### config.mk
export PLATFORM = sky130hd
export DESIGN_NAME = apb_master_bridge
export DESIGN_NICKNAME = d
export VERILOG_FILES = /design/src/rtl/apb_master_bridge.sv
export SDC_FILE = /design/constraint.sdc
export NUM_CORES = 1
export LEC_CHECK = 0
export CAP_MARGIN = 20
export CORE_ASPECT_RATIO = 0.9
export CORE_UTILIZATION = 41
export CTS_BUF_LIST = sky130_fd_sc_hd__clkbuf_16
export DETAILED_ROUTE_END_ITERATION = 10
export PLACE_DENSITY = 0.84
export SLEW_MARGIN = 0
export SYNTH_ARGS = -nofsm -noshare
export SYNTH_HDL_FRONTEND = slang
export SYNTH_SLANG_ARGS = --single-unit
### constraint.sdc
create_clock -name pclk -period 3.8 [get_ports pclk]
set_input_delay 0.38 -clock pclk [delete_from_list [all_inputs] [get_ports pclk]]
set_output_delay 0.38 -clock pclk [all_outputs]
set_load 0.03 [all_outputs]
### src/rtl/apb_master_bridge.sv
// APB3 initiator: turns a single-outstanding command/response handshake into
// SETUP/ACCESS transfers, honours pready wait states and aborts stalled transfers.
module apb_master_bridge #(
  parameter int ADDR_WIDTH     = 32,
  parameter int DATA_WIDTH     = 32,
  parameter int TIMEOUT_CYCLES = 64,
  parameter int TO_CNT_WIDTH   = 8
) (
  input  logic                  pclk,
  input  logic                  preset,
  input  logic                  cmd_valid,
  output logic                  cmd_ready,
  input  logic                  cmd_write,
  input  logic [ADDR_WIDTH-1:0] cmd_addr,
  input  logic [DATA_WIDTH-1:0] cmd_wdata,
  output logic                  rsp_valid,
  output logic [DATA_WIDTH-1:0] rsp_rdata,
  output logic                  rsp_timeout,
  output logic                  psel,
  output logic                  penable,
  output logic                  pwrite,
  output logic [ADDR_WIDTH-1:0] paddr,
  output logic [DATA_WIDTH-1:0] pwdata,
  input  logic                  pready,
  input  logic [DATA_WIDTH-1:0] prdata
);

  typedef enum logic [1:0] {
    IDLE   = 2'd0,
    SETUP  = 2'd1,
    ACCESS = 2'd2
  } state_e;

  localparam bit TO_EN = (TIMEOUT_CYCLES > 0);
  localparam logic [TO_CNT_WIDTH-1:0] TO_LAST =
    TO_EN ? TO_CNT_WIDTH'(TIMEOUT_CYCLES - 1) : {TO_CNT_WIDTH{1'b0}};

  state_e                  state_q, state_d;
  logic                    pwrite_q, pwrite_d;
  logic [ADDR_WIDTH-1:0]   paddr_q, paddr_d;
  logic [DATA_WIDTH-1:0]   pwdata_q, pwdata_d;
  logic                    rsp_valid_q, rsp_valid_d;
  logic [DATA_WIDTH-1:0]   rsp_rdata_q, rsp_rdata_d;
  logic                    rsp_timeout_q, rsp_timeout_d;
  logic [TO_CNT_WIDTH-1:0] to_cnt_q, to_cnt_d;

  always_ff @(posedge pclk) begin
    if (preset) begin
      state_q       <= IDLE;
      pwrite_q      <= 1'b0;
      paddr_q       <= '0;
      pwdata_q      <= '0;
      rsp_valid_q   <= 1'b0;
      rsp_rdata_q   <= '0;
      rsp_timeout_q <= 1'b0;
      to_cnt_q      <= '0;
    end else begin
      state_q       <= state_d;
      pwrite_q      <= pwrite_d;
      paddr_q       <= paddr_d;
      pwdata_q      <= pwdata_d;
      rsp_valid_q   <= rsp_valid_d;
      rsp_rdata_q   <= rsp_rdata_d;
      rsp_timeout_q <= rsp_timeout_d;
      to_cnt_q      <= to_cnt_d;
    end
  end

  always_comb begin
    state_d       = state_q;
    pwrite_d      = pwrite_q;
    paddr_d       = paddr_q;
    pwdata_d      = pwdata_q;
    rsp_valid_d   = 1'b0;
    rsp_rdata_d   = rsp_rdata_q;
    rsp_timeout_d = rsp_timeout_q;
    to_cnt_d      = to_cnt_q;
    unique case (state_q)
      IDLE: begin
        if (cmd_valid) begin
          pwrite_d = cmd_write;
          paddr_d  = cmd_addr;
          pwdata_d = cmd_wdata;
          to_cnt_d = '0;
          state_d  = SETUP;
        end
      end
      SETUP: begin
        state_d = ACCESS;
      end
      ACCESS: begin
        if (pready) begin
          rsp_valid_d   = 1'b1;
          rsp_rdata_d   = pwrite_q ? '0 : prdata;
          rsp_timeout_d = 1'b0;
          state_d       = IDLE;
        end else if (TO_EN && (to_cnt_q == TO_LAST)) begin
          // Watchdog abort: report a zero payload flagged as timed out.
          rsp_valid_d   = 1'b1;
          rsp_rdata_d   = '0;
          rsp_timeout_d = 1'b1;
          state_d       = IDLE;
        end else if (TO_EN) begin
          to_cnt_d = to_cnt_q + TO_CNT_WIDTH'(1);
        end
      end
      default: state_d = IDLE;
    endcase
  end

  assign cmd_ready   = (state_q == IDLE);
  assign psel        = (state_q != IDLE);
  assign penable     = (state_q == ACCESS);
  assign pwrite      = pwrite_q;
  assign paddr       = paddr_q;
  assign pwdata      = pwdata_q;
  assign rsp_valid   = rsp_valid_q;
  assign rsp_rdata   = rsp_rdata_q;
  assign rsp_timeout = rsp_timeout_q;

endmodule

; ---- Yosys cells after proc, flatten, opt, wreduce, memory -nomap -nowiden
; Index checks and enable logic that the tools add are counted.
[classes]
addsub = 1
eq_ne = 7
muxes = 15
bitwise = 1
n_reduce_logical = 9
[ops]
columns = cell, n
row1 = 32-bit 2-to-1 mux, 3
row2 = 8-bit 2-to-1 mux, 3
row3 = 8-bit case mux with 2 select lines, 1
row4 = 8-bit by 1-bit adder with 8-bit output (second input constant), 1
row5 = 8-bit by 6-bit == test with 1-bit output (second input constant), 1
row6 = 2-bit 2-to-1 mux, 3
row7 = 2-bit inequality test (second input constant), 3
row8 = 2-bit case mux with 3 select lines, 1
row9 = 2-bit AND reduction, 3
row10 = 2-bit nonzero test, 3
row11 = 1-bit 2-to-1 mux, 4
row12 = 4-bit AND reduction, 1
row13 = 3-bit by 1-bit inequality test with 1-bit output (second input constant), 1
row14 = 2-bit by 1-bit == test with 1-bit output (second input constant), 1
row15 = 2-bit == test (second input constant), 1
row16 = 2-bit zero test, 1
row17 = 2-bit OR reduction, 1
row18 = 1-bit inverter, 1
[totals]
regBits = 109
input_bits = 101
word_cells = 41

; ---- Depth between registers and ports, before layout
; Gate-level depths: netlist of the first run.
[depth]
word_depth = 4
ltp_mapped = 6

; ---- Worst setup path before layout of the first run
; OpenSTA, ideal clock, no wires.
[synth_path]
path_kind = register -> register
from = reg state_q[1]
to = reg pwdata_q[16], in the netlist pwdata[16]
arrival_ns = 1.652
required_ns = 3.730
setup_slack_ns = 2.077
stages_incl_launch_ff = 7
path_cell_list = dfxtp_1 nor2_1 and2_1 buf_2 buf_1 nand2_1 a21oi_1
[synth_between]
elab_chain_cells = 2
[synth_rtl]
columns = item, line_no
row1 = from (decl), 38  ; state_e state_q, state_d;
row2 = from (signal assigned), 58  ; state_q <= state_d;
row3 = 2-bit zero test, -
row4 = named net cmd_ready, 12  ; output logic cmd_ready,
row5 = 2-bit AND reduction (no source line), -
row6 = to (signal assigned), 61  ; pwdata_q <= pwdata_d;
row7 = to (decl), 41  ; logic [DATA_WIDTH-1:0] pwdata_q, pwdata_d;
; The timed path passes the listed nets, and every way through them passes these cells.
; A chain may end at the register's enable or synchronous reset.

; ---- Worst setup path in the final report of the first run
[layout_path]
from = reg state_q[1]
to = out penable
[layout_between]
elab_chain_cells = 1
[layout_rtl]
columns = item, line_no
row1 = 2-bit == test, 113  ; assign penable = (state_q == ACCESS);
row2 = to (decl), 20  ; output logic penable,
; Every way passes these cells.

==> results.cfg, run 1 <==
[yosys]
synthFlopType = dfxtp_1
synthTopCellsByArea = dfxtp_1 58%, nand2_1 13%, a21oi_1 9.7%
synth_warnings = 0
seq_area_frac_synth_pct = 57.9
synth_top_area_cell = dfxtp_1
synth_most_common_cell = nand2_1
synth_nets = 528
syn_area_um2 = 3770
yosys-top-cells-count = 134 x nand2_1, 109 x dfxtp_1, 73 x a21oi_1
yosysTopAreaCellShare_pct = 57.9
synth-edff-count = 0
synth_cell_types = 34
syn_area_per_cell_um2 = 8.85
synth-seq-cells = 109
async_flop_share_pct = 0
synth_cells = 426

[global_route]
grt-busiest-layer = met2
gr-usage-met2_pct = 39.6
grt-ovfl-total = 0
grt_use_total_pct = 22.4
grt_pass1_vias = 3603
grt_start_max_net_pins = 66
antenna_found_initial = 0
grt_pass1_wl_um = 16800
grt_util_met1_pct = 25.7
met3_usage_pct = 5.98

[sta]
tns_ns = 0
min_period_over_period_pct = 61.9
relSlewSlack_pct = 42.1
fin_skew_ns = 0.0113
min_period_ns = 2.35
holdWs_ns = 0.453
finalWorstSetupSlack_ns = 1.45
finalSetupViolCount = 0
rsz0062_at_grt = no
drv_slew = 0
finalHoldViolCount = 0
worstMarginPinSlew_ns = 0.866
fmax_mhz = 425

[layout]
antenna_cells = 0
fillers = 696
final_nets = 715
fin_area_um2 = 6170
layout.cells.non_filler = 737
area_growth_pct = 63.7
drive_above_1_share_pct = 4.37

[routing]
vias_per_cell = 5.00
dr.pass1.iters = 4
wl_per_cell_um = 14.5
wirelength_um = 10700
detail-route-antenna-nets = 0
drt_iter0_markers = 113
vias = 3684
drc = 0

[worst_setup_path]
worstSetupPathType = reg -> out
required_ns = 3.42
crit_start = state_q[1]$_SDFFE_PP0P_
r2r-start = state_q[1]$_SDFFE_PP0P_
crit_path_start_kind = flip-flop
crit_arrival_ns = 1.97
critPathMaxFanout = 7
end_kind = output port

[placement]
placed_area_um2 = 5850
port_buffers = 202
globalplace.congestion = 0.796
post-dp-hpwl_um = 7540
post-place-ws_ns = 1.53
post-place-cells = 720

[power]
p_int_mw = 1.93
power_frac_seq_pct = 46.7
p_clk_share_pct = 35.8
comb_power_share_pct = 17.5
max-vdd-ir-drop_mv = 0.282
switching_share_pct = 26.4
power_switching_uw = 691
power.leakage_nw = 2.29
power_density_nw_per_um2 = 424

[floorplan]
coreArea_um2 = 8730
initial_core_util_pct = 43.2
die-height_um = 93.0
ios = 203
fp.dieArea_um2 = 9590
dieWidth_um = 103
rows = 32

[clock_network]
htree_levels = 3
cts_buffer_depth = 2
clock_latency_ns = 0.34
post-cts-setup-buffers = 0
cts_resized = 0
clkSinkCount = 109
cts_root_buf = clkbuf_16
hold_buffers = 0
cts_tree = yes
clk_pin_slew_worst_paths_ns = 0.07
cts_buffers = 9

[status]
status = finished, final reports clean

[min_path]
hold_path.class = reg -> reg
hp-start = pwdata[12]$_SDFFE_PP0P_

[flow_run]
cap_viol_max_count = 0
state kept, by name, summed over array words and instances, names as in the netlist:
name         flops
rsp_rdata       32
pwdata          32
to_cnt_q         8
paddr           32
rsp_timeout      1
pwrite           1
rsp_valid        1
state_q          2
layer usage:
metal,routed length (um),vias up
met4,157,0
met1,4260,1723
li1,-,1821
met3,688,14
met2,5620,126
met5,0,-
layout make-up:
type,count,area (um2),area share [%]
flip-flops and latches,109,2180,35.3
repair buffers,207,2070,33.5
multi-input cells,284,1470,23.8
clock buffers,9,225,3.65
well taps,119,149,2.41
clock inverters,7,73.8,1.20
inverters,2,7.51,0.122
path summary, 6_finish.rpt:
path	depth (start not counted)	end	slack [ns]
max	3	penable	1.45
min	2	pwdata[12]$_SDFFE_PP0P_	0.45
max reg2reg	5	to_cnt_q[2]$_SDFFE_PP0P_	1.80
min reg2reg	2	pwdata[12]$_SDFFE_PP0P_	0.45
power by group through the flow:
| stage | combinational, mW | clock, mW | sequential (mW) |
|---|---|---|---|
| final | 0.459 | 0.937 | 1.22 |
| after global routing | 0.493 | 1.00 | 1.23 |
| after CTS | 0.460 | 0.953 | 1.22 |
| after detailed placement | 0.458 | 0 | 1.25 |
| after global placement | 0.447 | 0 | 1.25 |
| after floorplan | 0.120 | 0 | 1.35 |
stage by stage:
| stage | utilization, % | total power, mW |
|---|---|---|
| 4_1_cts | 70.5 | 2.64 |
| 3_5_place_dp | 67.1 | 1.71 |
| 5_1_grt | 70.7 | 2.72 |
| 6_report | 70.7 | 2.62 |
| 3_3_place_gp | 67.1 | 1.69 |
| 2_1_floorplan | - | 1.47 |
cells in the final DEF (no fill, tap or decap), drive strengths merged, types with 3 or more instances in the layout:
master	count
clkdlybuf4s50	201
nand2	134
dfxtp	109
a21oi	73
a22o	32
nand3	9
clkbuf	9
buf	6
inv	5
a31oi	4
o21ai	3
critical path, cell delays in order, from the launching register on:
cell             delay, ns
dfxtp_1               0.37
or2b_1                0.32
inv_1                 0.22
clkdlybuf4s50_1       0.72
cells by family after synthesis:
logic type               after synthesis  share of synthesized area, %
AND/OR/NAND/NOR                      165                          18.8
AO/OA/AOI/OAI                        118                          19.4
adder cells (fa/ha/maj)                1                         0.332
flip-flops                           109                          57.9
buffers and inverters                 33                          3.62
(Power assumes the default switching activity.)
==> inputs of run 2 (changes only) <==
--- a/config.mk
+++ b/config.mk
@@ -7,10 +7,10 @@
 export LEC_CHECK = 0
 export CAP_MARGIN = 20
 export CORE_ASPECT_RATIO = 0.9
-export CORE_UTILIZATION = 41
+export CORE_UTILIZATION = 39
 export CTS_BUF_LIST = sky130_fd_sc_hd__clkbuf_16
 export DETAILED_ROUTE_END_ITERATION = 10
-export PLACE_DENSITY = 0.84
+export PLACE_DENSITY = 0.8
 export SLEW_MARGIN = 0
 export SYNTH_ARGS = -nofsm -noshare
 export SYNTH_HDL_FRONTEND = slang
==> constraint.sdc (replaced) <==
create_clock -name pclk -period 2.3 [get_ports pclk]
set_input_delay 0.23 -clock pclk [delete_from_list [all_inputs] [get_ports pclk]]
set_output_delay 0.23 -clock pclk [all_outputs]
set_load 0.03 [all_outputs]
==> run 2 against run 1 <==
Against the previous run: die area grew 5.0%; routed wire length shrank 1.5%; clock power grew 75%; combinational power grew 67%; largest power group unchanged; first-iteration DRC count grew 27%; clock-buffer cell count is the same; core utilization shrank 3.5 points; critical path depth is the same; sequential cell count is the same; final cell count grew 0.68%; register-to-register slack lost 1.3 ns; sequential power grew 66%; critical endpoint unchanged.
==> results.cfg, run 2 (synthesis results as in run 1) <==
[status]
status = finished, final reports clean

[routing]
vias = 3658
dr.pass1.iters = 5
wl_per_cell_um = 14.2
drt_iter0_markers = 144
wirelength_um = 10600
detail-route-antenna-nets = 0
drc = 0
vias_per_cell = 4.93

[worst_setup_path]
end_kind = output port
worstSetupPathType = reg -> out
crit_arrival_ns = 1.91
crit_slowest_cell = clkdlybuf4s50_1
required_ns = 2.07
cp_cell_sequence = or2b_1 -> inv_1 -> clkdlybuf4s50_1
crit_path_start_kind = flip-flop
slowest_delay_ns = 0.72
critPathMaxFanout = 7

[placement]
post-dp-hpwl_um = 7670
globalplace.congestion = 0.798
port_buffers = 202
placed_area_um2 = 5890
post-place-ws_ns = 0.209

[global_route]
antenna_found_initial = 0
grt_pass1_wl_um = 16600
grt_start_max_net_pins = 66
grt_pass1_vias = 3471
grt_use_total_pct = 20.4
grt-ovfl-total = 0

[sta]
tns_ns = 0
drv_slew = 0
rsz0062_at_grt = no
min_period_over_period_pct = 93.1
finalSetupViolCount = 0
fin_skew_ns = 0.0121
relSlewSlack_pct = 56.1
holdWs_ns = 0.273
finalWorstSetupSlack_ns = 0.159
finalHoldViolCount = 0
min_period_ns = 2.14
fmax_mhz = 467
worstMarginPinSlew_ns = 0.659

[layout]
final_cell_mix = 201 x clkdlybuf4s50_1, 133 x nand2_1, 109 x dfxtp_1
utilization_pct = 67.2
final_nets = 717
drive_above_1_share_pct = 4.84
fin_area_um2 = 6210
antenna_cells = 0
area_growth_pct = 64.8
final_common_cell = clkdlybuf4s50_1

[clock_network]
clk_pin_slew_worst_paths_ns = 0.06
clkSinkCount = 109
cts_root_buf = clkbuf_16
cts_tree = yes
post-cts-setup-buffers = 0
cts_resized = 0
cts_buffer_depth = 2
clock_latency_ns = 0.33
cts_buffers = 9
hold_buffers = 0
htree_levels = 3

[floorplan]
coreArea_um2 = 9250
initial_core_util_pct = 40.8
ios = 203
rows = 33
die-height_um = 95.3
fp.dieArea_um2 = 10100
dieWidth_um = 106

[power]
power_density_nw_per_um2 = 712
power.leakage_nw = 2.31
max-vdd-ir-drop_mv = 0.467

[flow_run]
cap_viol_max_count = 0

[min_path]
hold_path.class = in -> reg
-- run 2: cell count changes in the layout (fill, tap and decap cells not counted), sizes merged --
cell      before  now
buf            6    8
clkinvlp       1    0
clkinv         2    3
bufinv         1    2
inv            5    4
-- run 2: power breakdown --
group	switching (mW)	total, mW	internal, mW
Clock	0.679	1.64	0.959
Combinational	0.401	0.767	0.365
Sequential	0.0450	2.02	1.97
-- run 2: area by class of cell --
type / instances / area (um2)
Fill cell: 761 / 3040
Sequential cell: 109 / 2180
Timing Repair Buffer: 209 / 2080
Multi-Input combinational cell: 284 / 1470
Clock buffer: 9 / 225
Tap cell: 122 / 153
Clock inverter: 7 / 95.1
Inverter: 2 / 7.51
-- run 2: layer usage --
layer,share of wire [%],GRT usage (%)
met4,1.4,5.67
met3,6.4,6.02
met1,42,24.3
met5,0,0
met2,51,35.9
-- run 2: worst max-delay path: cells and delay by family (launching register included) --
kind                   cells  cell delay (ns)
buffers and inverters      2             0.92
flip-flops                 1             0.36
AND/OR/NAND/NOR            1             0.30
-- run 2: worst paths after layout --
path | start | to | slack (ns) | cells past startpoint
worst max-delay path | state_q[1]$_SDFFE_PP0P_ | penable | 0.16 | 3
worst min-delay path | preset | state_q[0]$_SDFFE_PP0P_ | 0.27 | 2
worst max register to register | to_cnt_q[0]$_SDFFE_PP0P_ | rsp_rdata[27]$_SDFFE_PP0P_ | 0.55 | 6
worst min register to register | pwdata[28]$_SDFFE_PP0P_ | pwdata[28]$_SDFFE_PP0P_ | 0.45 | 2
-- run 2: stage by stage --
step           std cells  power [mW]
5_1_grt              742        4.60
3_3_place_gp         726        2.81
6_report             742        4.42
2_1_floorplan        426        2.42
4_1_cts              742        4.47
3_5_place_dp         726        2.83
